[src/rtl/mock_uart_pkg.sv]
// rtl/mock_uart_pkg.sv - shared bus codes, register offsets and status layout for mock_uart
package mock_uart_pkg;

  // Bus access codes: load byte (read) and store byte (write).
  localparam logic [3:0] IO_LB = 4'h4;
  localparam logic [3:0] IO_SB = 4'hC;

  // Register offsets decoded from addr[3:0].
  localparam logic [3:0] REG_DATA = 4'h8;
  localparam logic [3:0] REG_STAT = 4'hC;

  typedef struct packed {
    logic [2:0] rsvd;
    logic       tx_idle;      // TX empty and gap counter drained
    logic       tx_drop;      // sticky: a write found TX full
    logic       rx_overflow;  // sticky: an RX byte found RX full
    logic       rx_nonempty;
    logic       tx_not_full;
  } status_t;

  // Gap counter width: enough for TX_GAP, never narrower than one bit.
  function automatic int gap_width(input int gap);
    return (gap > 0) ? $clog2(gap + 1) : 1;
  endfunction

endpackage

[src/rtl/mock_uart_if.sv]
// rtl/mock_uart_if.sv - bus, RX stream and TX stream signals of mock_uart
// Ports (all carried as interface signals):
//   mode/addr/wdata/rdata      : byte register bus
//   rx_valid/rx_data           : external RX byte source
//   tx_valid/tx_data/tx_ready  : TX byte stream to a sink
interface mock_uart_if;
  logic [3:0]  mode;
  logic [31:0] addr;
  logic [31:0] wdata;
  logic [31:0] rdata;
  logic        rx_valid;
  logic [7:0]  rx_data;
  logic        tx_valid;
  logic [7:0]  tx_data;
  logic        tx_ready;

  modport master (
    output mode, addr, wdata, rx_valid, rx_data, tx_ready,
    input  rdata, tx_valid, tx_data
  );

  modport slave (
    input  mode, addr, wdata, rx_valid, rx_data, tx_ready,
    output rdata, tx_valid, tx_data
  );
endinterface

[src/rtl/byte_fifo.sv]
// rtl/byte_fifo.sv - generic byte FIFO with count-based full/empty
// Ports:
//   clk, rst_n      : clock, async active-low reset (empties the FIFO)
//   push_i, din_i   : write request and data; honoured when not full or when popping
//   pop_i           : read request; ignored when empty
//   full_o, empty_o : occupancy flags
//   head_o          : oldest entry (combinational)
module byte_fifo #(
  parameter int DEPTH = 16
) (
  input  logic       clk,
  input  logic       rst_n,
  input  logic       push_i,
  input  logic [7:0] din_i,
  input  logic       pop_i,
  output logic       full_o,
  output logic       empty_o,
  output logic [7:0] head_o
);

  localparam int AW = $clog2(DEPTH);

  logic [AW-1:0] wr_ptr_q, wr_ptr_d;
  logic [AW-1:0] rd_ptr_q, rd_ptr_d;
  logic [AW:0]   cnt_q, cnt_d;
  logic [7:0]    mem_q [DEPTH];
  logic          do_push, do_pop;

  assign full_o  = (cnt_q == (AW + 1)'(DEPTH));
  assign empty_o = (cnt_q == '0);
  assign head_o  = mem_q[rd_ptr_q];

  // A push into a full FIFO is legal when the same edge frees a slot.
  assign do_pop  = pop_i & ~empty_o;
  assign do_push = push_i & (~full_o | do_pop);

  always_comb begin
    wr_ptr_d = wr_ptr_q;
    rd_ptr_d = rd_ptr_q;
    cnt_d    = cnt_q;
    if (do_push) wr_ptr_d = wr_ptr_q + AW'(1);
    if (do_pop)  rd_ptr_d = rd_ptr_q + AW'(1);
    case ({do_push, do_pop})
      2'b10:   cnt_d = cnt_q + (AW + 1)'(1);
      2'b01:   cnt_d = cnt_q - (AW + 1)'(1);
      default: cnt_d = cnt_q;
    endcase
  end

  always_ff @(posedge clk or negedge rst_n) begin
    if (!rst_n) begin
      wr_ptr_q <= '0;
      rd_ptr_q <= '0;
      cnt_q    <= '0;
    end else begin
      wr_ptr_q <= wr_ptr_d;
      rd_ptr_q <= rd_ptr_d;
      cnt_q    <= cnt_d;
    end
  end

  // Storage is not reset; the count alone decides what is valid.
  always_ff @(posedge clk) begin
    if (do_push) mem_q[wr_ptr_q] <= din_i;
  end

endmodule

[src/rtl/mock_uart.sv]
// rtl/mock_uart.sv - register-mapped UART model with RX/TX byte FIFOs and TX inter-byte gap
// Ports:
//   clk, rst_n : clock, async active-low reset
//   bus        : mock_uart_if.slave (register bus, RX input stream, TX output stream)
// Registers: addr 0x8 data (read pops RX, write pushes TX), addr 0xC status / sticky clear.
module mock_uart
  import mock_uart_pkg::*;
#(
  parameter int RX_DEPTH = 16,
  parameter int TX_DEPTH = 16,
  parameter int TX_GAP   = 4
) (
  input logic         clk,
  input logic         rst_n,
  mock_uart_if.slave  bus
);

  localparam int GW = gap_width(TX_GAP);

  logic is_read, is_write, is_stat, is_clr;
  logic rx_full, rx_empty, rx_pop, rx_push;
  logic tx_full, tx_empty, tx_pop, tx_push;
  logic [7:0] rx_head, tx_head;
  logic rx_ovf_q, rx_ovf_d;
  logic tx_drop_q, tx_drop_d;
  logic [GW-1:0] gap_q, gap_d;
  status_t status;
  logic unused_ok;

  assign is_read  = (bus.mode == IO_LB) && (bus.addr[3:0] == REG_DATA);
  assign is_write = (bus.mode == IO_SB) && (bus.addr[3:0] == REG_DATA);
  assign is_stat  = (bus.mode == IO_LB) && (bus.addr[3:0] == REG_STAT);
  assign is_clr   = (bus.mode == IO_SB) && (bus.addr[3:0] == REG_STAT);

  assign unused_ok = ^{bus.addr[31:4], bus.wdata[31:8]};

  // RX side: a read of an empty RX changes nothing.
  assign rx_pop  = is_read & ~rx_empty;
  assign rx_push = bus.rx_valid;

  // TX side: a byte leaves only once the gap after the previous one has elapsed.
  assign bus.tx_valid = ~tx_empty & (gap_q == '0);
  assign bus.tx_data  = tx_head;
  assign tx_pop       = bus.tx_valid & bus.tx_ready;
  assign tx_push      = is_write;

  byte_fifo #(.DEPTH(RX_DEPTH)) u_rx_fifo (
    .clk     (clk),
    .rst_n   (rst_n),
    .push_i  (rx_push),
    .din_i   (bus.rx_data),
    .pop_i   (rx_pop),
    .full_o  (rx_full),
    .empty_o (rx_empty),
    .head_o  (rx_head)
  );

  byte_fifo #(.DEPTH(TX_DEPTH)) u_tx_fifo (
    .clk     (clk),
    .rst_n   (rst_n),
    .push_i  (tx_push),
    .din_i   (bus.wdata[7:0]),
    .pop_i   (tx_pop),
    .full_o  (tx_full),
    .empty_o (tx_empty),
    .head_o  (tx_head)
  );

  always_comb begin
    status             = '0;
    status.tx_not_full = ~tx_full;
    status.rx_nonempty = ~rx_empty;
    status.rx_overflow = rx_ovf_q;
    status.tx_drop     = tx_drop_q;
    status.tx_idle     = tx_empty & (gap_q == '0);
  end

  always_comb begin
    bus.rdata = '0;
    if (rx_pop)       bus.rdata = {24'b0, rx_head};
    else if (is_stat) bus.rdata = {24'b0, status};
  end

  // Sticky flags: the set term is checked last so it beats a same-cycle clear.
  always_comb begin
    rx_ovf_d  = rx_ovf_q;
    tx_drop_d = tx_drop_q;
    if (is_clr && bus.wdata[2]) rx_ovf_d  = 1'b0;
    if (is_clr && bus.wdata[3]) tx_drop_d = 1'b0;
    if (bus.rx_valid && rx_full && !rx_pop) rx_ovf_d  = 1'b1;
    if (is_write && tx_full && !tx_pop)     tx_drop_d = 1'b1;
  end

  always_comb begin
    gap_d = gap_q;
    if (tx_pop)             gap_d = GW'(TX_GAP);
    else if (gap_q != '0)   gap_d = gap_q - GW'(1);
  end

  always_ff @(posedge clk or negedge rst_n) begin
    if (!rst_n) begin
      rx_ovf_q  <= 1'b0;
      tx_drop_q <= 1'b0;
      gap_q     <= '0;
    end else begin
      rx_ovf_q  <= rx_ovf_d;
      tx_drop_q <= tx_drop_d;
      gap_q     <= gap_d;
    end
  end

endmodule

[src/flat_wrapper.sv]
// flat-port wrapper written by rule: the top's interface ports become plain ports
module mock_uart_flat import mock_uart_pkg::*;
#(
  parameter int RX_DEPTH = 16,
  parameter int TX_DEPTH = 16,
  parameter int TX_GAP   = 4
)
  (clk, rst_n, bus_mode, bus_addr, bus_wdata, bus_rx_valid, bus_rx_data, bus_tx_ready, bus_rdata, bus_tx_valid, bus_tx_data);
  mock_uart_if bus_i ();
  input logic clk;
  input logic rst_n;
  input wire logic [$bits(bus_i.mode)-1:0] bus_mode;
  input wire logic [$bits(bus_i.addr)-1:0] bus_addr;
  input wire logic [$bits(bus_i.wdata)-1:0] bus_wdata;
  input wire logic [$bits(bus_i.rx_valid)-1:0] bus_rx_valid;
  input wire logic [$bits(bus_i.rx_data)-1:0] bus_rx_data;
  input wire logic [$bits(bus_i.tx_ready)-1:0] bus_tx_ready;
  output wire logic [$bits(bus_i.rdata)-1:0] bus_rdata;
  output wire logic [$bits(bus_i.tx_valid)-1:0] bus_tx_valid;
  output wire logic [$bits(bus_i.tx_data)-1:0] bus_tx_data;
  assign bus_i.mode = bus_mode;
  assign bus_i.addr = bus_addr;
  assign bus_i.wdata = bus_wdata;
  assign bus_i.rx_valid = bus_rx_valid;
  assign bus_i.rx_data = bus_rx_data;
  assign bus_i.tx_ready = bus_tx_ready;
  assign bus_rdata = bus_i.rdata;
  assign bus_tx_valid = bus_i.tx_valid;
  assign bus_tx_data = bus_i.tx_data;
  mock_uart #(.RX_DEPTH(RX_DEPTH), .TX_DEPTH(TX_DEPTH), .TX_GAP(TX_GAP)) u_core (.clk(clk), .rst_n(rst_n), .bus(bus_i));
endmodule
[config.mk]
export PLATFORM = sky130hd
export DESIGN_NAME = mock_uart_flat
export DESIGN_NICKNAME = d
export VERILOG_FILES = /design/src/rtl/mock_uart_pkg.sv /design/src/rtl/mock_uart_if.sv /design/src/rtl/byte_fifo.sv /design/src/rtl/mock_uart.sv /design/src/flat_wrapper.sv
export SDC_FILE = /design/constraint.sdc
export NUM_CORES = 1
export LEC_CHECK = 0
export ABC_AREA = 0
export CORE_MARGIN = 4
export CORE_UTILIZATION = 51
export CTS_BUF_LIST = sky130_fd_sc_hd__clkbuf_16
export CTS_CLUSTER_SIZE = 14
export DETAILED_ROUTE_END_ITERATION = 8
export GPL_TIMING_DRIVEN = 0
export PLACE_DENSITY = 0.76
export SLEW_MARGIN = 20
export SYNTH_ARGS = -nofsm -noshare
export SYNTH_HDL_FRONTEND = slang
export SYNTH_SLANG_ARGS = --single-unit
export TNS_END_PERCENT = 50
[constraint.sdc]
create_clock -name clk -period 2.85 [get_ports clk]
set_input_delay 0.4275 -clock clk [delete_from_list [all_inputs] [get_ports clk]]
set_output_delay 0.4275 -clock clk [all_outputs]
set_load 0.01 [all_outputs]
# ---- Word-level counts from Yosys, hierarchy flattened
# Memories as Yosys holds them, arrays and structs flattened.
# Cells that the tools add are included.
dict set report classes {
  n_addsub 9
  eq_ne 10
  muxes 14
  n_bitwise 14
  n_reduce_logical 21
}
# cell count
set op_table {}
lappend op_table {{two-way mux 32 bit} 1}
lappend op_table {{case mux 5 bit (2 select lines)} 2}
lappend op_table {{adder 4 x 1 -> 4 bit, second input constant} 4}
lappend op_table {{== test 4 bit, second input constant} 3}
lappend op_table {{adder 5 x 1 -> 5 bit, second input constant} 2}
lappend op_table {{== test 5 bit, second input constant} 2}
lappend op_table {{logical AND 1 bit} 10}
lappend op_table {{zero test 5 bit} 2}
lappend op_table {{nonzero test 2 bit} 5}
lappend op_table {{subtractor 5 x 1 -> 5 bit, second input constant} 2}
lappend op_table {{bitwise AND 1 bit} 8}
lappend op_table {{two-way mux 1 bit} 8}
lappend op_table {{two-way mux 3 bit} 2}
lappend op_table {{two-way mux 5 bit} 1}
lappend op_table {{== test 2 x 1 -> 1 bit, second input constant} 2}
lappend op_table {{== test 2 bit, second input constant} 2}
lappend op_table {{== test 4 x 3 -> 1 bit, second input constant} 1}
lappend op_table {{NOT 1 bit} 4}
lappend op_table {{zero test 3 bit} 1}
lappend op_table {{nonzero test 3 bit} 1}
lappend op_table {{subtractor 3 x 1 -> 3 bit, second input constant} 1}
lappend op_table {{zero test 1 bit} 2}
lappend op_table {{OR 1 bit} 2}
dict set report word_totals {
  ff_bits 31
  ram_bits 256
  inputBits 80
  output_inout_bits 41
  wordCells 79
  memories 2
}
# name depth word_bits rd rd_clocked_by_memory_dff wr line_no
set mem_list {}
lappend mem_list {u_core.u_rx_fifo.mem_q 16 8 1 0 1 byte_fifo.sv:26} ;# logic [7:0] mem_q [DEPTH];
lappend mem_list {u_core.u_tx_fifo.mem_q 16 8 1 0 1 byte_fifo.sv:26}

# ---- Longest topological paths before layout
dict set report logic_depth {
  depth_word 9
  depth_mapped 12
  ltp_nobuf 12
}

# ---- Modules after synthesis
# Synthesis repeated with hierarchy kept, for this count alone.
dict set report unflattened {
  hier_cells 692
  hier_area_um2 12190.4
}
# mod n_inst cells_each area_per_inst_um2 seq_area_each_um2
set modules_own_cells {}
lappend modules_own_cells {byte_fifo 2 307 5794.3 4169.0}
lappend modules_own_cells {mock_uart 1 78 601.8 125.1}

# ---- Worst setup path before layout
# Ideal clock, no wire load.
dict set report synth_path {
  path_kind {input to register}
  from {in bus_mode[1]}
  to {reg u_core.u_rx_fifo.cnt_q[4]}
  setup_time_ps 127
  arrival_ps 3069
  t_required_ps 2723
  setup_slack_ps -346
  cell_stages 10
  path_buffers 0
  path_cell_list {or4b_4 -> nor3_1 -> nand3b_1 -> or2_2 -> fa_1 -> nand2b_1 -> a21oi_1 -> nand3_1 -> o311a_1 -> a311o_2}
}
dict set report synth_between {
  elab_chain_len 8
  word_cells_on_any_way 10
  cone_classes {eq/ne (3); mux (1); bitwise (4); reduce/logical (2)}
}
# item line_no
set synth_lines {}
lappend synth_lines {{start, declared} flat_wrapper.sv:12} ;# input wire logic [$bits(bus_i.mode)-1:0] bus_mode;
lappend synth_lines {{== test 4 x 3 -> 1 bit *} mock_uart.sv:30} ;# assign is_read = (bus.mode == IO_LB) && (bus.addr[3:0] == REG_DATA);
lappend synth_lines {{logical AND 1 bit *} mock_uart.sv:30}
lappend synth_lines {{bitwise AND 1 bit *} mock_uart.sv:38} ;# assign rx_pop = is_read & ~rx_empty;
lappend synth_lines {{bitwise AND 1 bit *} byte_fifo.sv:34} ;# assign do_pop = pop_i & ~empty_o;
lappend synth_lines {{OR 1 bit} byte_fifo.sv:35} ;# assign do_push = push_i & (~full_o | do_pop);
lappend synth_lines {{bitwise AND 1 bit} byte_fifo.sv:35}
lappend synth_lines {{== test 2 x 1 -> 1 bit / == test 2 bit (equally long branches)} byte_fifo.sv:43} ;# case ({do_push, do_pop})
lappend synth_lines {{case mux 5 bit (2 select lines) / nonzero test 2 bit (equally long branches)} --}
lappend synth_lines {{end signal, assigned} byte_fifo.sv:58} ;# cnt_q <= cnt_d;
lappend synth_lines {{end, declared} byte_fifo.sv:25} ;# logic [AW:0] cnt_q, cnt_d;
# Mark *: on every way between the ends. The rest lies on a longest branch, timed or not.
# A chain may end at the register's enable or synchronous reset.

# ---- Final worst setup path
dict set report layout_path {
  from {reg u_core.u_rx_fifo.rd_ptr_q[1]}
  to {out bus_rdata[1]}
}
dict set report layout_between {
  elab_chain_len 2
}
# item line_no
set layout_lines {}
lappend layout_lines {{start, declared} byte_fifo.sv:24} ;# logic [AW-1:0] rd_ptr_q, rd_ptr_d;
lappend layout_lines {{start signal, assigned} byte_fifo.sv:57} ;# rd_ptr_q <= rd_ptr_d;
lappend layout_lines {{memory (16 x 8 bit)} --}
lappend layout_lines {{two-way mux 32 bit} mock_uart.sv:80} ;# if (rx_pop) bus.rdata = {24'b0, rx_head};
lappend layout_lines {{end, declared} flat_wrapper.sv:18} ;# output wire logic [$bits(bus_i.rdata)-1:0] bus_rdata;
# Every way passes these cells.

==> impl_metrics.ini <==
[global_route]
grt_pass1_vias = 6756
grt_max_degree = 18
overflow = 0
antenna_found_initial = 0
grt_usage_pct = 19.26
grt_first_pass_wirelength_um = 39190

[setup_path]
crit_path_cell_trace = buf_8 > mux4_2 > mux4_2 > o211a_1 > buf_2
crit_buf_inv = 2
critical_path_class = flip-flop to output pin
cp-end-kind = output pin
cp.required_ns = 2.42
max_stage_delay_ns = 0.52
crit_top_cell = mux4_2
critPathTopFamily = multiplexers
crit_path_start_kind = flip-flop
crit_fanout = 5
cp.arrival_ns = 2.49
crit_path_top_delay_cell = mux4_2

[clock_network]
cts_max_path_buffers = 3
cts_tree = done
path_clk_slew_ns = 0.07
cts_made_buffers = 28
cts_sinks = 287
cts_htree_levels = 1
clk_latency_ns = 0.53
cts_root_buffer = clkbuf_16

[outcome]
violations = setup timing
status = finished, violations left

[floorplanning]
rows = 55
die_h_um = 161.7
core_mm2 = 0.02292
dieWidth_um = 161.7
io_pins = 121
start_util_pct = 52.55
dieArea_mm2 = 0.02613

[synth]
async_reset_ff_share_pct = 10.80
synth_ff_type = edfxtp_1
synth_area_per_cell_um2 = 17.01
synth_warnings = 0
synth-seq-area-share_pct = 70.28
synth-seq-cells = 287
synthDistinctLibCells = 51
synth_top_area_share_pct = 63.84
synth_area_leader_cell = edfxtp_1
synth_cells = 708
synth_area_mm2 = 0.01204
synth_common_cells = edfxtp_1, mux4_2, nand2_1
synthTopCellsByArea = edfxtp_1, mux4_2, dfrtp_1
post-synth-top-count-cell = edfxtp_1
synth_edf_count = 256

[drt]
vias = 6639
routed_via_density = 5.622
drt_iter0_drc = 660
postRouteAntennaNets = 0
first_pass_iters = 4
drc = 0
finalWirelength_um = 25320
routedWlPerCell_um = 21.44

[placement]
gp_congestion = 0.8288
hpwl_um = 16250
port_buffers = 43

[power]
clkPwrFrac_pct = 29.6
p_sw_share_pct = 28.93
leakagePower_uw = 0.005188
comb_power_share_pct = 26.5
vdd_ir_drop_max_uv = 652.6
p_per_area_mw_per_mm2 = 812.2
totalPowerFinal_uw = 11860
pwr-share-seq_pct = 43.9
switchingPower_uw = 3431
p_int_uw = 8428

[timing]
post-route-period-util_pct = 102.3
setup_viol = 4
worst_slew_margin_rel_pct = 39.12
slew_violations = 0
max_freq_mhz = 342.9
worst_slew_pin_slew_ns = 0.9098
holdWs_ns = 0.3290
fin_ws_ns = -0.06641
post-route-min-period_ns = 2.916
grt_setup_unrepaired = yes
fin_skew_ns = 0.008529
finalHoldViolCount = 0

[layout]
area_growth_pct = 21.26
final_net_count = 944
diodes = 0
drive_above_1_share_pct = 33.06

[min_path]
hold_path.class = input pin to flip-flop

[job]
drv_cap = 0
[repair_timing]
action / CTS / global route
pin swaps: 16 / 13
setup buffers: 21 / 11
resized for setup: 160 / 45
endpoints found under the hold margin: 14 / 0
hold buffers: 1 / 0
gates cloned: 2 / 0
setup endpoints to repair: 180 / 158
[flip-flops by register name, summed over array words and instances (netlist names)]
name and count:
u_core.u_rx_fifo.cnt_q 5, u_core.tx_drop_q 1, u_core.gap_q 3, u_core.u_tx_fifo.rd_ptr_q 4, u_core.u_rx_fifo.mem_q 128, u_core.rx_ovf_q 1
u_core.u_tx_fifo.mem_q 128, u_core.u_rx_fifo.wr_ptr_q 4, u_core.u_tx_fifo.wr_ptr_q 4, u_core.u_rx_fifo.rd_ptr_q 4, u_core.u_tx_fifo.cnt_q 5
[cells by family (layout without fill, tap and decap cells)]
group | after synthesis | after routing | share of synthesized area [%]
flip-flops | 287 | 287 | 70.28
AND/OR/NAND/NOR | 123 | 123 | 5.299
multiplexers | 95 | 95 | 13.33
AO/OA/AOI/OAI | 85 | 85 | 4.426
buffers and inverters | 80 | 217 | 3.315
XOR/XNOR | 19 | 19 | 1.382
adder cells (fa/ha/maj) | 18 | 18 | 1.933
other | 1 | 24 | 0.03114
[worst min-delay path: cells and delay by family]
kind	cells	cell delay (ns)
and+or+nand+nor	2	0.20
buffers and inverters	1	0.20
[layout make-up]
class                           instances  area (um^2)
Fill cell                            1597         8314
Tap cell                              313        391.6
Inverter                               26        97.59
Buffer                                 49        432.9
Clock inverter                         23        147.6
Multi-Input combinational cell        364         3597
Clock buffer                           29        725.7
Sequential cell                       287         8468
Timing Repair Buffer                   90        740.7
[cells in the final DEF, fill, tap and decap left out, types with 7 or more instances in the layout]
master           Yosys  final
a21oi_1             19     11
a21oi_2              0      7
a221oi_2             0      8
and2_1              14     13
buf_2                4     23
buf_4               25     50
clkbuf_16            0     30
clkbuf_2             0     12
clkdlybuf4s50_1      0     22
clkinv_1             0      8
clkinv_2             0      7
conb_1               1     24
dfrtp_1             31     27
edfxtp_1           256    256
ha_1                17     16
inv_1               25     27
mux2_2              13     13
mux2i_1             31     30
mux4_2              51     51
nand2_1             38     37
nor2_1              20     15
nor4_2               0     13
o21ai_0             26     10
o21ai_1              4     11
o21ai_2              0      9
xnor2_1             17     17
[per-stage QoR]
| stage | setup TNS [ns] | utilization [%] | setup WS (ns) | instance area, um^2 | std cells |
|---|---|---|---|---|---|
| finish | -0.1637 | 63.72 | -0.06641 | 14600 | 1181 |
| detailed placement | -168.61 | 57.37 | -0.7742 | 13150 | 1100 |
| global route | -0.6076 | 63.72 | -0.1244 | 14600 | 1181 |
| floorplan | -4.445 | - | -0.05266 | 12170 | 731 |
| global placement | -233.98 | 56.69 | -1.568 | 12990 | 1087 |
| CTS | -0.5858 | 63.40 | -0.1167 | 14530 | 1172 |
[power by group through the flow]
stage | Combinational [uW] | Clock, uW | Sequential (uW)
after floorplan | 1830 | 0 | 5160
after global placement | 2590 | 0 | 5200
after detailed placement | 2720 | 0 | 5220
after CTS | 3010 | 3560 | 5190
after global routing | 3410 | 3730 | 5240
final | 3150 | 3500 | 5210
[metal layers]
metal,vias up,GRT usage (%),share of wire [%]
li1,3005,-,-
met1,3380,25.74,41
met2,209,33.82,52
met3,45,2.639,4.7
met4,0,4.921,2.3
met5,-,0,0
[worst paths after layout]
kind / depth (start not counted) / slack (ns) / from / endpoint
max: 5 / -0.07 / u_core.u_rx_fifo.rd_ptr_q[1]$_DFFE_PN0N_ / bus_rdata[1]
min: 3 / 0.33 / bus_rx_valid / u_core.rx_ovf_q$_DFFE_PN0P_
max reg2reg: 14 / 0.11 / u_core.u_rx_fifo.cnt_q[2]$_DFFE_PN0P_ / u_core.u_rx_fifo.cnt_q[4]$_DFFE_PN0P_
min reg2reg: 2 / 0.48 / u_core.rx_ovf_q$_DFFE_PN0P_ / u_core.rx_ovf_q$_DFFE_PN0P_
max in group asynchronous: 3 / 2.05 / rst_n / u_core.u_rx_fifo.rd_ptr_q[0]$_DFFE_PN0N_
min in group asynchronous: 2 / 0.35 / rst_n / u_core.u_rx_fifo.cnt_q[3]$_DFFE_PN0P_
Note: power is estimated with default switching activity, not from simulation.
